### config.mk
export PLATFORM = sky130hd
export DESIGN_NAME = alu_acc16
export DESIGN_NICKNAME = d
export VERILOG_FILES = /design/src/rtl/alu_acc16_pkg.sv /design/src/rtl/addsub16.sv /design/src/rtl/alu_acc16.sv
export SDC_FILE = /design/constraint.sdc
export NUM_CORES = 1
export LEC_CHECK = 0
export ABC_AREA = 1
export CORE_MARGIN = 1
export CORE_UTILIZATION = 45
export CTS_CLUSTER_SIZE = 30
export DETAILED_ROUTE_END_ITERATION = 16
export HOLD_SLACK_MARGIN = 0.15
export PLACE_DENSITY = 0.67
export SLEW_MARGIN = 30
export SYNTH_ARGS = -nofsm -noshare
export SYNTH_HDL_FRONTEND = slang
export SYNTH_SLANG_ARGS = --single-unit
### constraint.sdc
create_clock -name CLK -period 3.5 [get_ports CLK]
set_clock_uncertainty 0.05 [all_clocks]
set_input_delay 0.525 -clock CLK [delete_from_list [all_inputs] [get_ports CLK]]
set_output_delay 0.525 -clock CLK [all_outputs]
set_load 0.02 [all_outputs]
### src/rtl/alu_acc16_pkg.sv
// Shared definitions for the 16-bit accumulator ALU: opcodes, FSM states, flag indices.
package alu_acc16_pkg;

  localparam int DATA_W = 16;
  localparam int SH_W   = 4;

  localparam logic [2:0] OP_PASS = 3'b000;
  localparam logic [2:0] OP_ADD  = 3'b001;
  localparam logic [2:0] OP_SUB  = 3'b010;
  localparam logic [2:0] OP_AND  = 3'b011;
  localparam logic [2:0] OP_OR   = 3'b100;
  localparam logic [2:0] OP_XOR  = 3'b101;
  localparam logic [2:0] OP_SHL  = 3'b110;
  localparam logic [2:0] OP_SHR  = 3'b111;

  typedef enum logic {
    ST_IDLE  = 1'b0,
    ST_SHIFT = 1'b1
  } state_e;

  // Bit positions inside FLAGS = {Z,N,C,V}
  localparam int F_Z = 3;
  localparam int F_N = 2;
  localparam int F_C = 1;
  localparam int F_V = 0;

endpackage

### src/rtl/addsub16.sv
// Combinational add/subtract with carry-or-borrow and signed-overflow outputs.
// For subtraction, carry reports a borrow (a < b unsigned), not the raw carry-out.
module addsub16 #(
  parameter int WIDTH = 16
) (
  input  logic [WIDTH-1:0] a,
  input  logic [WIDTH-1:0] b,
  input  logic             sub,
  output logic [WIDTH-1:0] sum,
  output logic             carry,
  output logic             overflow
);

  logic [WIDTH-1:0] b_eff;
  logic             carry_out;

  // a + b, or a + ~b + 1 for subtraction
  always_comb begin
    b_eff              = sub ? ~b : b;
    {carry_out, sum}   = {1'b0, a} + {1'b0, b_eff} + {{WIDTH{1'b0}}, sub};
    carry              = sub ? ~carry_out : carry_out;
    overflow           = (a[WIDTH-1] == b_eff[WIDTH-1]) && (sum[WIDTH-1] != a[WIDTH-1]);
  end

endmodule

### src/rtl/alu_acc16.sv
// 16-bit accumulator ALU. Single-cycle ops update ACC/FLAGS at the accept edge;
// shifts by n>=1 run one bit per cycle in ST_SHIFT and complete after n edges.
//
// Handshake: an op is accepted on a rising edge where IN_VALID && IN_READY.
// IN_READY is high only in ST_IDLE and not in reset. While IN_READY is low,
// IN_VALID is ignored and nothing is latched; OP/B_IN/SHAMT are sampled only
// at the accept edge. OUT_VALID pulses for one cycle after each completion.
module alu_acc16
  import alu_acc16_pkg::*;
#(
  parameter int WIDTH   = DATA_W,
  parameter int SHAMT_W = SH_W
) (
  input  logic               CLK,
  input  logic               RST,
  input  logic               IN_VALID,
  output logic               IN_READY,
  input  logic [2:0]         OP,
  input  logic [WIDTH-1:0]   B_IN,
  input  logic [SHAMT_W-1:0] SHAMT,
  output logic [WIDTH-1:0]   ACC,
  output logic [3:0]         FLAGS,
  output logic               OUT_VALID,
  output logic               BUSY
);

  state_e             state_q, state_d;
  logic [SHAMT_W-1:0] count_q, count_d;
  logic               dir_right_q, dir_right_d;
  logic [WIDTH-1:0]   acc_q, acc_d;
  logic [3:0]         flags_q, flags_d;
  logic               out_valid_q, out_valid_d;

  logic               accept;
  logic [WIDTH-1:0]   as_sum;
  logic               as_carry;
  logic               as_ovf;
  logic [WIDTH-1:0]   res;
  logic               res_c;
  logic               res_v;
  logic               done;
  logic [WIDTH-1:0]   shifted;
  logic               shift_out_bit;

  assign IN_READY  = (state_q == ST_IDLE) && !RST;
  assign accept    = IN_VALID && IN_READY;
  assign ACC       = acc_q;
  assign FLAGS     = flags_q;
  assign OUT_VALID = out_valid_q;
  assign BUSY      = (state_q == ST_SHIFT);

  addsub16 #(.WIDTH(WIDTH)) u_addsub (
    .a        (acc_q),
    .b        (B_IN),
    .sub      (OP == OP_SUB),
    .sum      (as_sum),
    .carry    (as_carry),
    .overflow (as_ovf)
  );

  // Next-state, accumulator and flag computation
  always_comb begin
    state_d       = state_q;
    count_d       = count_q;
    dir_right_d   = dir_right_q;
    acc_d         = acc_q;
    flags_d       = flags_q;
    out_valid_d   = 1'b0;
    res           = acc_q;
    res_c         = 1'b0;
    res_v         = 1'b0;
    done          = 1'b0;
    shifted       = dir_right_q ? (acc_q >> 1) : (acc_q << 1);
    shift_out_bit = dir_right_q ? acc_q[0] : acc_q[WIDTH-1];

    case (state_q)
      ST_IDLE: begin
        if (accept) begin
          done = 1'b1;
          case (OP)
            OP_PASS: res = B_IN;
            OP_ADD, OP_SUB: begin
              res   = as_sum;
              res_c = as_carry;
              res_v = as_ovf;
            end
            OP_AND:  res = acc_q & B_IN;
            OP_OR:   res = acc_q | B_IN;
            OP_XOR:  res = acc_q ^ B_IN;
            default: begin
              // SHL/SHR: a zero shift completes now with C=0, otherwise iterate
              if (SHAMT != '0) begin
                done        = 1'b0;
                state_d     = ST_SHIFT;
                count_d     = SHAMT;
                dir_right_d = (OP == OP_SHR);
              end
            end
          endcase
          if (done) begin
            acc_d       = res;
            flags_d     = {(res == '0), res[WIDTH-1], res_c, res_v};
            out_valid_d = 1'b1;
          end
        end
      end
      ST_SHIFT: begin
        acc_d   = shifted;
        count_d = count_q - SHAMT_W'(1);
        if (count_q == SHAMT_W'(1)) begin
          state_d     = ST_IDLE;
          flags_d     = {(shifted == '0), shifted[WIDTH-1], shift_out_bit, 1'b0};
          out_valid_d = 1'b1;
        end
      end
      default: state_d = ST_IDLE;
    endcase
  end

  // State and datapath registers, cleared immediately by reset
  always_ff @(posedge CLK or posedge RST) begin
    if (RST) begin
      state_q     <= ST_IDLE;
      count_q     <= '0;
      dir_right_q <= 1'b0;
      acc_q       <= '0;
      flags_q     <= '0;
      out_valid_q <= 1'b0;
    end else begin
      state_q     <= state_d;
      count_q     <= count_d;
      dir_right_q <= dir_right_d;
      acc_q       <= acc_d;
      flags_q     <= flags_d;
      out_valid_q <= out_valid_d;
    end
  end

endmodule
Word level (Yosys, flattened, before mapping)
Cells that the tools add are included.
{"block": "word_totals", "ff_bits": 27, "input_bits": 26, "wordCells": 77}
{"block": "op_classes", "add_sub_neg": 3, "eq_ne": 14, "n_mux": 33, "bitwise_logic": 7, "reduce_logical": 14}
{"op": "two-way mux 16 bit", "count": 6}
{"op": "case mux 16 bit (5 select lines)", "count": 1}
{"op": "zero test 16 bit", "count": 2}
{"op": "case mux 16 bit (2 select lines)", "count": 1}
{"op": "two-way mux 4 bit", "count": 6}
{"op": "adder 16 x 16 -> 17 bit", "count": 1}
{"op": "adder 17 x 1 -> 17 bit", "count": 1}
{"op": "AND 16 bit", "count": 1}
{"op": "inverter 16 bit", "count": 1}
{"op": "OR 16 bit", "count": 1}
{"op": "case mux 4 bit (2 select lines)", "count": 2}
{"op": "XOR 16 bit", "count": 1}
{"op": "two-way mux 1 bit", "count": 15}
{"op": "equality test 3 bit, second input constant", "count": 3}
{"op": "equality test 3 x 2 -> 1 bit, second input constant", "count": 2}
{"op": "inequality test 2 x 1 -> 1 bit, second input constant", "count": 3}
{"op": "AND reduction 3 bit", "count": 2}
{"op": "OR reduction 6 bit", "count": 1}
{"op": "equality test 4 x 1 -> 1 bit, second input constant", "count": 1}
{"op": "inequality test 2 bit, second input constant", "count": 2}
{"op": "case mux 1 bit (2 select lines)", "count": 2}
{"op": "AND reduction 4 bit", "count": 1}
{"op": "nonzero test 4 bit", "count": 1}
{"op": "subtractor 4 x 1 -> 4 bit, second input constant", "count": 1}
{"op": "9 further kinds", "count": 13}

Depth between registers and ports, before layout
Gate-level depths: netlist of the first run.
{"block": "logic_depth", "word_depth": 11, "depth_mapped": 23}

Hierarchy
From an unflattened synthesis of the first run, not the netlist that was laid out.
{"block": "hier_totals", "hier_cells": 646, "area_unflattened_um2": 4018.9}
{"mod": "alu_acc16", "instances": 1, "cells_each": 464, "area_per_inst_um2": 2917.8, "seq_area_each_um2": 675.6}
{"mod": "addsub16", "instances": 1, "cells_each": 182, "area_per_inst_um2": 1101.1, "seq_area_each_um2": 0.0}

Worst setup path before layout of the first run
OpenSTA, ideal clock, no wires.
{"block": "synth_path", "kind": "input to register", "from": "input OP[0]", "to": "register flags_q[3] (netlist: FLAGS[3])", "t_arrival_ns": 2.891, "required_ns": 3.379, "slack_ns": 0.488, "stages": 20, "path_cell_list": "buf_6 nor2_4 nand2_1 buf_2 xor2_1 fa_1 nand2_1 nand2_1 nand3_1 nand2_1 nand2_1 nand2_1 or2_1 nand3_1 nand3_1 nor2_1 nand3_1 nor2_1 nor2_1 nor2_1"}
{"block": "synth_between", "elab_chain_cells": 11}
{"element": "from (decl)", "line": "alu_acc16.sv:18", "source": "input logic [2:0] OP,"}
{"element": "equality test 3 x 2 -> 1 bit", "line": "alu_acc16.sv:55, alu_acc16.sv:80"}
{"element": "two-way mux 16 bit", "line": "addsub16.sv:19", "source": "b_eff = sub ? ~b : b;"}
{"element": "adder 16 x 16 -> 17 bit", "line": "addsub16.sv:20", "source": "{carry_out, sum} = {1'b0, a} + {1'b0, b_eff} + {{WIDTH{1'b0}}, sub};"}
{"element": "adder 17 x 1 -> 17 bit", "line": "addsub16.sv:20"}
{"element": "case mux 16 bit (5 select lines)", "line": "alu_acc16.sv:80", "source": "case (OP)"}
{"element": "two-way mux 16 bit", "line": "alu_acc16.sv:78", "source": "if (accept) begin"}
{"element": "two-way mux 16 bit", "line": "alu_acc16.sv:76", "source": "case (state_q)"}
{"element": "zero test 16 bit", "line": "alu_acc16.sv:102", "source": "flags_d = {(res == '0), res[WIDTH-1], res_c, res_v};"}
{"element": "two-way mux 4 bit", "line": "alu_acc16.sv:100", "source": "if (done) begin"}
{"element": "two-way mux 4 bit", "line": "alu_acc16.sv:78"}
{"element": "case mux 4 bit (2 select lines)", "line": "alu_acc16.sv:76"}
{"element": "to (signal assigned)", "line": "alu_acc16.sv:134", "source": "flags_q <= flags_d;"}
{"element": "to (decl)", "line": "alu_acc16.sv:31", "source": "logic [3:0] flags_q, flags_d;"}
Parallel ways exist; a longest one is shown, timed or not. The select of a mux whose other input is x is not followed.
A chain may end at the register's enable or synchronous reset.

Final worst setup path of the first run
Same ends and word-level chain as after synthesis.

==> results of run 1 <==
critical path: stages:
cell,delay (ps)
clkdlybuf4s50_1,520
nor2_4,60
nand2_2,120
buf_12,170
xor2_1,150
inv_1,60
ha_1,360
nand2_1,120
nor2_1,190
and2_1,150
nand2_1,80
nand2_1,70
nand2_1,60
nand3_1,90
nand3_1,140
a21oi_1,210
nand3_1,90
nor2_1,120
nor2_1,50
nor2_1,80
stage by stage:
| stage | util (%) | setup TNS, ps | setup slack (ps) | power (µW) | instances |
|---|---|---|---|---|---|
| finish | 53.3 | 0 | 257 | 3190 | 784 |
| global route | 53.3 | 0 | 64.7 | 3510 | 784 |
| CTS | 53.3 | 0 | 234 | 3170 | 784 |
| detailed placement | 52.7 | -71.8 | -71.8 | 2970 | 780 |
| global placement | 52.7 | 0 | 11.3 | 2930 | 780 |
| floorplan | - | 0 | 488 | 2220 | 632 |
cell families after synthesis:
family                   count (synthesis)
XOR/XNOR                                19
adder cells (fa/ha/maj)                 53
AND/OR/NAND/NOR                        327
AO/OA/AOI/OAI                           88
flip-flops                              27
buffers and inverters                  118
power groups by stage:
stage	registers (µW)	logic, µW	clock network, µW
6_report	753	2240	190
5_1_grt	781	2530	200
4_1_cts	747	2230	192
3_5_place_dp	754	2210	0
3_3_place_gp	750	2180	0
2_1_floorplan	742	1480	0
sequential cells by signal, summed over array words and instances (netlist names):
signal,flops
OUT_VALID,1
ACC,16
BUSY,1
dir_right_q,1
count_q,4
FLAGS,4
Yosys cell counts, drive strengths merged, types with 2 or more instances:
master	n	area, µm²
o211ai	9	67.6
nand2	204	798
nand3b	6	45.0
o22ai	2	12.5
dfrtp	27	676
clkbuf	5	20.0
o221ai	9	78.8
xor2	18	158
nor3	4	20.0
nor2	54	230
ha	52	651
o21ai	35	186
a31oi	2	12.5
inv	101	384
a21oi	16	80.1
nand4	7	43.8
o21bai	3	22.5
buf	12	100
or2	2	12.5
nand3	48	250
a211oi	5	37.5
o41ai	2	25.0
how the worst max path moves through the flow:
| stage | slack, ps | to |
|---|---|---|
| final | 260 | FLAGS[3]$_DFFE_PP0P_ |
| after detailed placement | -70 | FLAGS[3]$_DFFE_PP0P_ |
| after global placement | 10 | FLAGS[3]$_DFFE_PP0P_ |
| after CTS | 230 | FLAGS[3]$_DFFE_PP0P_ |
| after floorplan | 490 | FLAGS[3]$_DFFE_PP0P_ |
| after global routing | 60 | FLAGS[3]$_DFFE_PP0P_ |
per-layer routing:
| layer | GRT usage (%) | part of all wire (%) |
|---|---|---|
| met1 | 38.3 | 46 |
| met2 | 46.6 | 46 |
| met3 | 1.97 | 5.5 |
| met4 | 7.21 | 1.9 |
| met5 | 0 | 0 |
final cells by class:
type	instances	share of cell area, %
Clock buffer	3	0.892
Clock inverter	1	0.162
Inverter	101	8.30
Multi-Input combinational cell	487	61.0
Sequential cell	27	14.6
Tap cell	108	2.92
Timing Repair Buffer	57	12.1
==> qor.csv, run 1 <==
metric,value,unit
Worst Hold Path EP,FLAGS[2]$_DFFE_PP0P_,
most frequent cells in the layout,"194 x nand2_1, 93 x inv_1, 52 x ha_1",
status,finished clean,
#FFs+latches synth,27,
Chip Width,96.3,µm
Core ar.,0.00868,mm²
Min-Delay Path Depth,2,
postcts setup bufs,0,
sequential area share after synthesis,16.9,%
Via Count,4269,
end of the worst register-to-register path,FLAGS[3]$_DFFE_PP0P_,
Crit. End Element,flop,
"Hold Vio Cnt, Final",0,
Clock Tree Root,clkbuf_8,
Synth Area in Compound Gates,14.2,%
Worst Setup SP,OP[0],
PwrDens,688,mW/mm²
I/O Buffers,48,
DRT Pass-1 Iters,5,
Tmin final,3240,ps
total track usage,27.7,%
first-pass GRT wire length,19700,µm
final-layout fill cell count,913,
CTS Hold Bufs,0,
Post-synth ARST share,100,%
final instance area,0.00463,mm²
Die Ht,96.3,µm
DR vias/cell,5.45,
nets,756,
HP Start,FLAGS[2]$_DFFE_PP0P_,
Clock Pin Slew Worst Setup and Hold Paths,110,ps
worst skew pair latency,290,ps
RSZ-0062 raised after global routing,no,
synthesized area,0.00400,mm²
Antenna Cells,0,
placed cell area,0.00458,mm²
largest net degree at the start of global routing,31,
largest family of logic cells by synthesized area,simple AND/OR/NAND/NOR gates,
Worst Setup Start Kind,input port,
FF/Latch Area,676,µm²
mux cell area share after synthesis,0,%
syn nets,711,
power share of the clock group,6.0,%
"EDFF count, synth",0,
Num Clock Sinks,27,
Peak VDD IR,0.401,mV
clk buf depth,2,
post-synth cell types,45,
worst flop-to-flop path startpoint,ACC[0]$_DFFE_PP0P_,
Min Hold Slack,449,ps
Wirelength per Cell,15.6,µm
register share of total power,23.6,%
Post-synth top flop,dfrtp_1,
Detail Placement HPWL,9580,µm
Synth warnings,0,
Synth Area in Adders,16.8,%
gpl congestion,0.927,
total of max-cap violations,0,
GRT overflow,0,
final setup vio count,0,
# resized after CTS,0,
initial antenna violation count,0,
register-to-register path setup slack,880,ps
Avg Inst Size Synth,6.33,µm²
worst slew pin tran,779,ps
max-slew violations,0,
TritonCTS clock tree,built,
share of layout cells above drive strength 1,6.66,%
sw frac,55.4,%
area grow syn2layout,15.7,%
post-synthesis cell count,632,
crit-path max FO,13,
xor and xnor area share after synthesis,4.16,%
"commonest non-fill, non-tap cell in the layout",nand2_1,
DRC,0,
leakage,0.00240,µW
Post-DRT Antenna Nets,0,
P_sw,1760,µW
Critical Path RT,3680,ps
DR iter-0 viols,269,
Hold WC Path Type,flop to flop,
internal power,1420,µW
Final Cycle Share,92.7,%
H-tree levels,1,
initial core utilization,46.1,%
area of the multi-input gates,0.00282,mm²
post-synthesis simple-gate area fraction,35.4,%
CP Data Arrival Time,3420,ps
fmax,0.308,GHz
Std-Cell Rows,34,
Comb pwr share,70.4,%
worst setup path class,input port to flop,
vias in the first global route,4042,
CTS Buf Count,3,
Die Area,0.00927,mm²
IO Count,49,
DRT Wirelength,12200,µm
reg2reg path depth,16,
Rel. slew slack,48.1,%
Note: power is estimated with default switching activity, not from simulation.
==> run 2: changes to the inputs <==
--- a/config.mk
+++ b/config.mk
@@ -6,6 +6,7 @@
 export NUM_CORES = 1
 export LEC_CHECK = 0
 export ABC_AREA = 1
+export CORE_ASPECT_RATIO = 0.8
 export CORE_MARGIN = 1
 export CORE_UTILIZATION = 45
 export CTS_CLUSTER_SIZE = 30
==> qor.csv, run 2 (synthesis gave the netlist of run 1 again) <==
metric,value,unit,change
GRT overflow,0,,unchanged
CTS Hold Bufs,0,,unchanged
status,finished clean,,unchanged
Via Count,4276,,was 4269
nets,762,,was 756
DRC,0,,unchanged
worst slew pin tran,800,ps,was 779 ps
initial core utilization,46.7,%,was 46.1%
postcts setup bufs,0,,unchanged
Tmin final,3200,ps,was 3240 ps
worst setup path class,input port to flop,,unchanged
area grow syn2layout,16.8,%,was 15.7%
reg2reg path depth,17,,was 16
Critical Path RT,3670,ps,was 3680 ps
dpl ws,26.0,ps,was -71.8 ps
Hold WC Path Type,flop to flop,,unchanged
I/O Buffers,48,,unchanged
Die Area,0.00927,mm²,about the same
TritonCTS clock tree,built,,unchanged
Worst Setup Start Kind,input port,,unchanged
CP Data Arrival Time,3370,ps,was 3420 ps
Final Cycle Share,91.5,%,was 92.7%
Crit. End Element,flop,,unchanged
Std-Cell Rows,30,,was 34
crit-path max FO,16,,was 13
instance count on the critical path,22,,was 20
Chip Width,107,µm,was 96.3 µm
Util after Layout,54.6,%,was 53.3%
Wirelength per Cell,15.6,µm,about the same
total track usage,28.0,%,was 27.7%
gpl congestion,0.957,,was 0.927
DRT Wirelength,12400,µm,was 12200 µm
"commonest non-fill, non-tap cell in the layout",nand2_1,,unchanged
fmax,0.312,GHz,was 0.308 GHz
leakage,0.00243,µW,was 0.00240 µW
first-pass GRT wire length,20500,µm,was 19700 µm
placed cell area,0.00463,mm²,was 0.00458 mm²
Antenna Cells,0,,unchanged
Core ar.,0.00856,mm²,was 0.00868 mm²
initial antenna violation count,0,,unchanged
clk buf depth,2,,unchanged
most frequent cells in the layout,"195 x nand2_1, 93 x inv_1, 52 x ha_1",,"was 194 x nand2_1, 93 x inv_1, 52 x ha_1"
crit path cell chain,clkdlybuf4s50_1 -> nor2_4 -> nand2_1 -> buf_12 -> xor2_1 -> inv_1 -> ha_1 -> buf_4 -> nand3_1 -> nand2_1 -> nand4_1 -> nand3_1 -> nand2_1 -> nand3_1 -> nand2_1 -> nand2_1 -> nand2_1 -> inv_1 -> nand3_1 -> nor2_1 -> nor2_1 -> nor2_1,,was clkdlybuf4s50_1 -> nor2_4 -> nand2_2 -> buf_12 -> xor2_1 -> inv_1 -> ha_1 -> nand2_1 -> nor2_1 -> and2_1 -> nand2_1 -> nand2_1 -> nand2_1 -> nand3_1 -> nand3_1 -> a21oi_1 -> nand3_1 -> nor2_1 -> nor2_1 -> nor2_1
CP max-delay cell,clkdlybuf4s50_1,,unchanged
fin worst setup slack,296,ps,was 257 ps
vias in the first global route,4002,,was 4042
max-slew violations,0,,unchanged
Peak VDD IR,0.451,mV,was 0.401 mV
H-tree levels,1,,unchanged
CTS Buf Count,3,,unchanged
# resized after CTS,0,,unchanged
worst stage delay on the critical path,520,ps,about the same
Min-Delay Path Depth,2,,unchanged
cell mode on critical path,nand2_1,,
Largest register FFs,16,,unchanged
RSZ-0062 raised after global routing,no,,unchanged
IO Count,49,,unchanged
final instance area,0.00467,mm²,was 0.00463 mm²
Post-DRT Antenna Nets,0,,unchanged
"Hold Vio Cnt, Final",0,,unchanged
Die Ht,86.3,µm,was 96.3 µm
PwrDens,695,mW/mm²,was 688 mW/mm²
Clock Pin Slew Worst Setup and Hold Paths,100,ps,was 110 ps
share of layout cells above drive strength 1,7.18,%,was 6.66%
setup TNS,0,ps,unchanged
DR vias/cell,5.39,,was 5.45
kind of cell adding the most delay to the critical path,simple AND/OR/NAND/NOR gates,,unchanged
DRT Pass-1 Iters,5,,unchanged
DR iter-0 viols,307,,was 269
Num Clock Sinks,27,,unchanged
Clock Tree Root,clkbuf_8,,unchanged
Rel. slew slack,46.6,%,was 48.1%
DP Cell Count,790,,was 780
Detail Placement HPWL,9730,µm,was 9580 µm
Final Non-Filler Cells,794,,was 784
final setup vio count,0,,unchanged
CP Buf/Inv Count,5,,was 3
largest net degree at the start of global routing,31,,unchanged
worst skew pair latency,280,ps,was 290 ps
total of max-cap violations,0,,unchanged
## run 2: cell types whose count changed in the layout (fill, tap and decap cells not counted)
cell	change
buf_4	+6
clkbuf_1	+1
nand2_1	+1
clkinvlp_4	-1
nand2_2	-1
## run 2: power breakdown
group / total, µW / internal, µW / switching, µW
clock: 190 / 81.9 / 108
sequential: 743 / 453 / 290
combinational: 2310 / 930 / 1390
total: 3250 / 1470 / 1780
## run 2: layer usage
metal  share of wire [%]  vias to the layer above  global-route usage [%]
met5                   0                        -                       0
met4                 1.7                        0                    5.23
met3                 6.2                       17                    2.78
met2                  45                      150                    45.9
met1                  47                     1967                    40.1
li1                    -                     2142                       -
## run 2: stage by stage
| stage | total power, µW | hold WS [ps] |
|---|---|---|
| floorplan | 2220 | 444 |
| global placement | 3000 | 421 |
| detailed placement | 3020 | 432 |
| CTS | 3220 | 455 |
| global route | 3580 | 472 |
| finish | 3250 | 458 |
## run 2: worst paths after layout
path / slack (ps) / from / end
max in group asynchronous: 2410 / RST / ACC[12]$_DFFE_PP0P_
max reg2reg: 860 / ACC[0]$_DFFE_PP0P_ / FLAGS[3]$_DFFE_PP0P_
min in group asynchronous: 600 / RST / count_q[0]$_DFFE_PP0P_
min reg2reg: 460 / FLAGS[2]$_DFFE_PP0P_ / FLAGS[2]$_DFFE_PP0P_
max: 300 / OP[0] / FLAGS[3]$_DFFE_PP0P_
min: 460 / FLAGS[2]$_DFFE_PP0P_ / FLAGS[2]$_DFFE_PP0P_
## run 2: final cells by class
cell class                 instances  area (µm²)
fill                             863        3890
multi-input combinational        487        2820
sequential                        27         676
timing repair buffer              63         606
inverter                         101         384
tap                              112         140
clock buffer                       4        45.0
## run 2: worst register-to-register path: stages (launching register included)
cell,delay [ps]
dfrtp_1,490
nand2_1,120
nand2_2,110
fa_1,490
nand2_1,110
nand2_1,60
nand3_1,100
nand2_1,120
nand2_1,80
nand2_1,60
or2_1,200
nand3_1,60
nand3_1,90
nor2_1,130
nand3_1,70
nor2_1,100
nor2_1,50
nor2_1,80
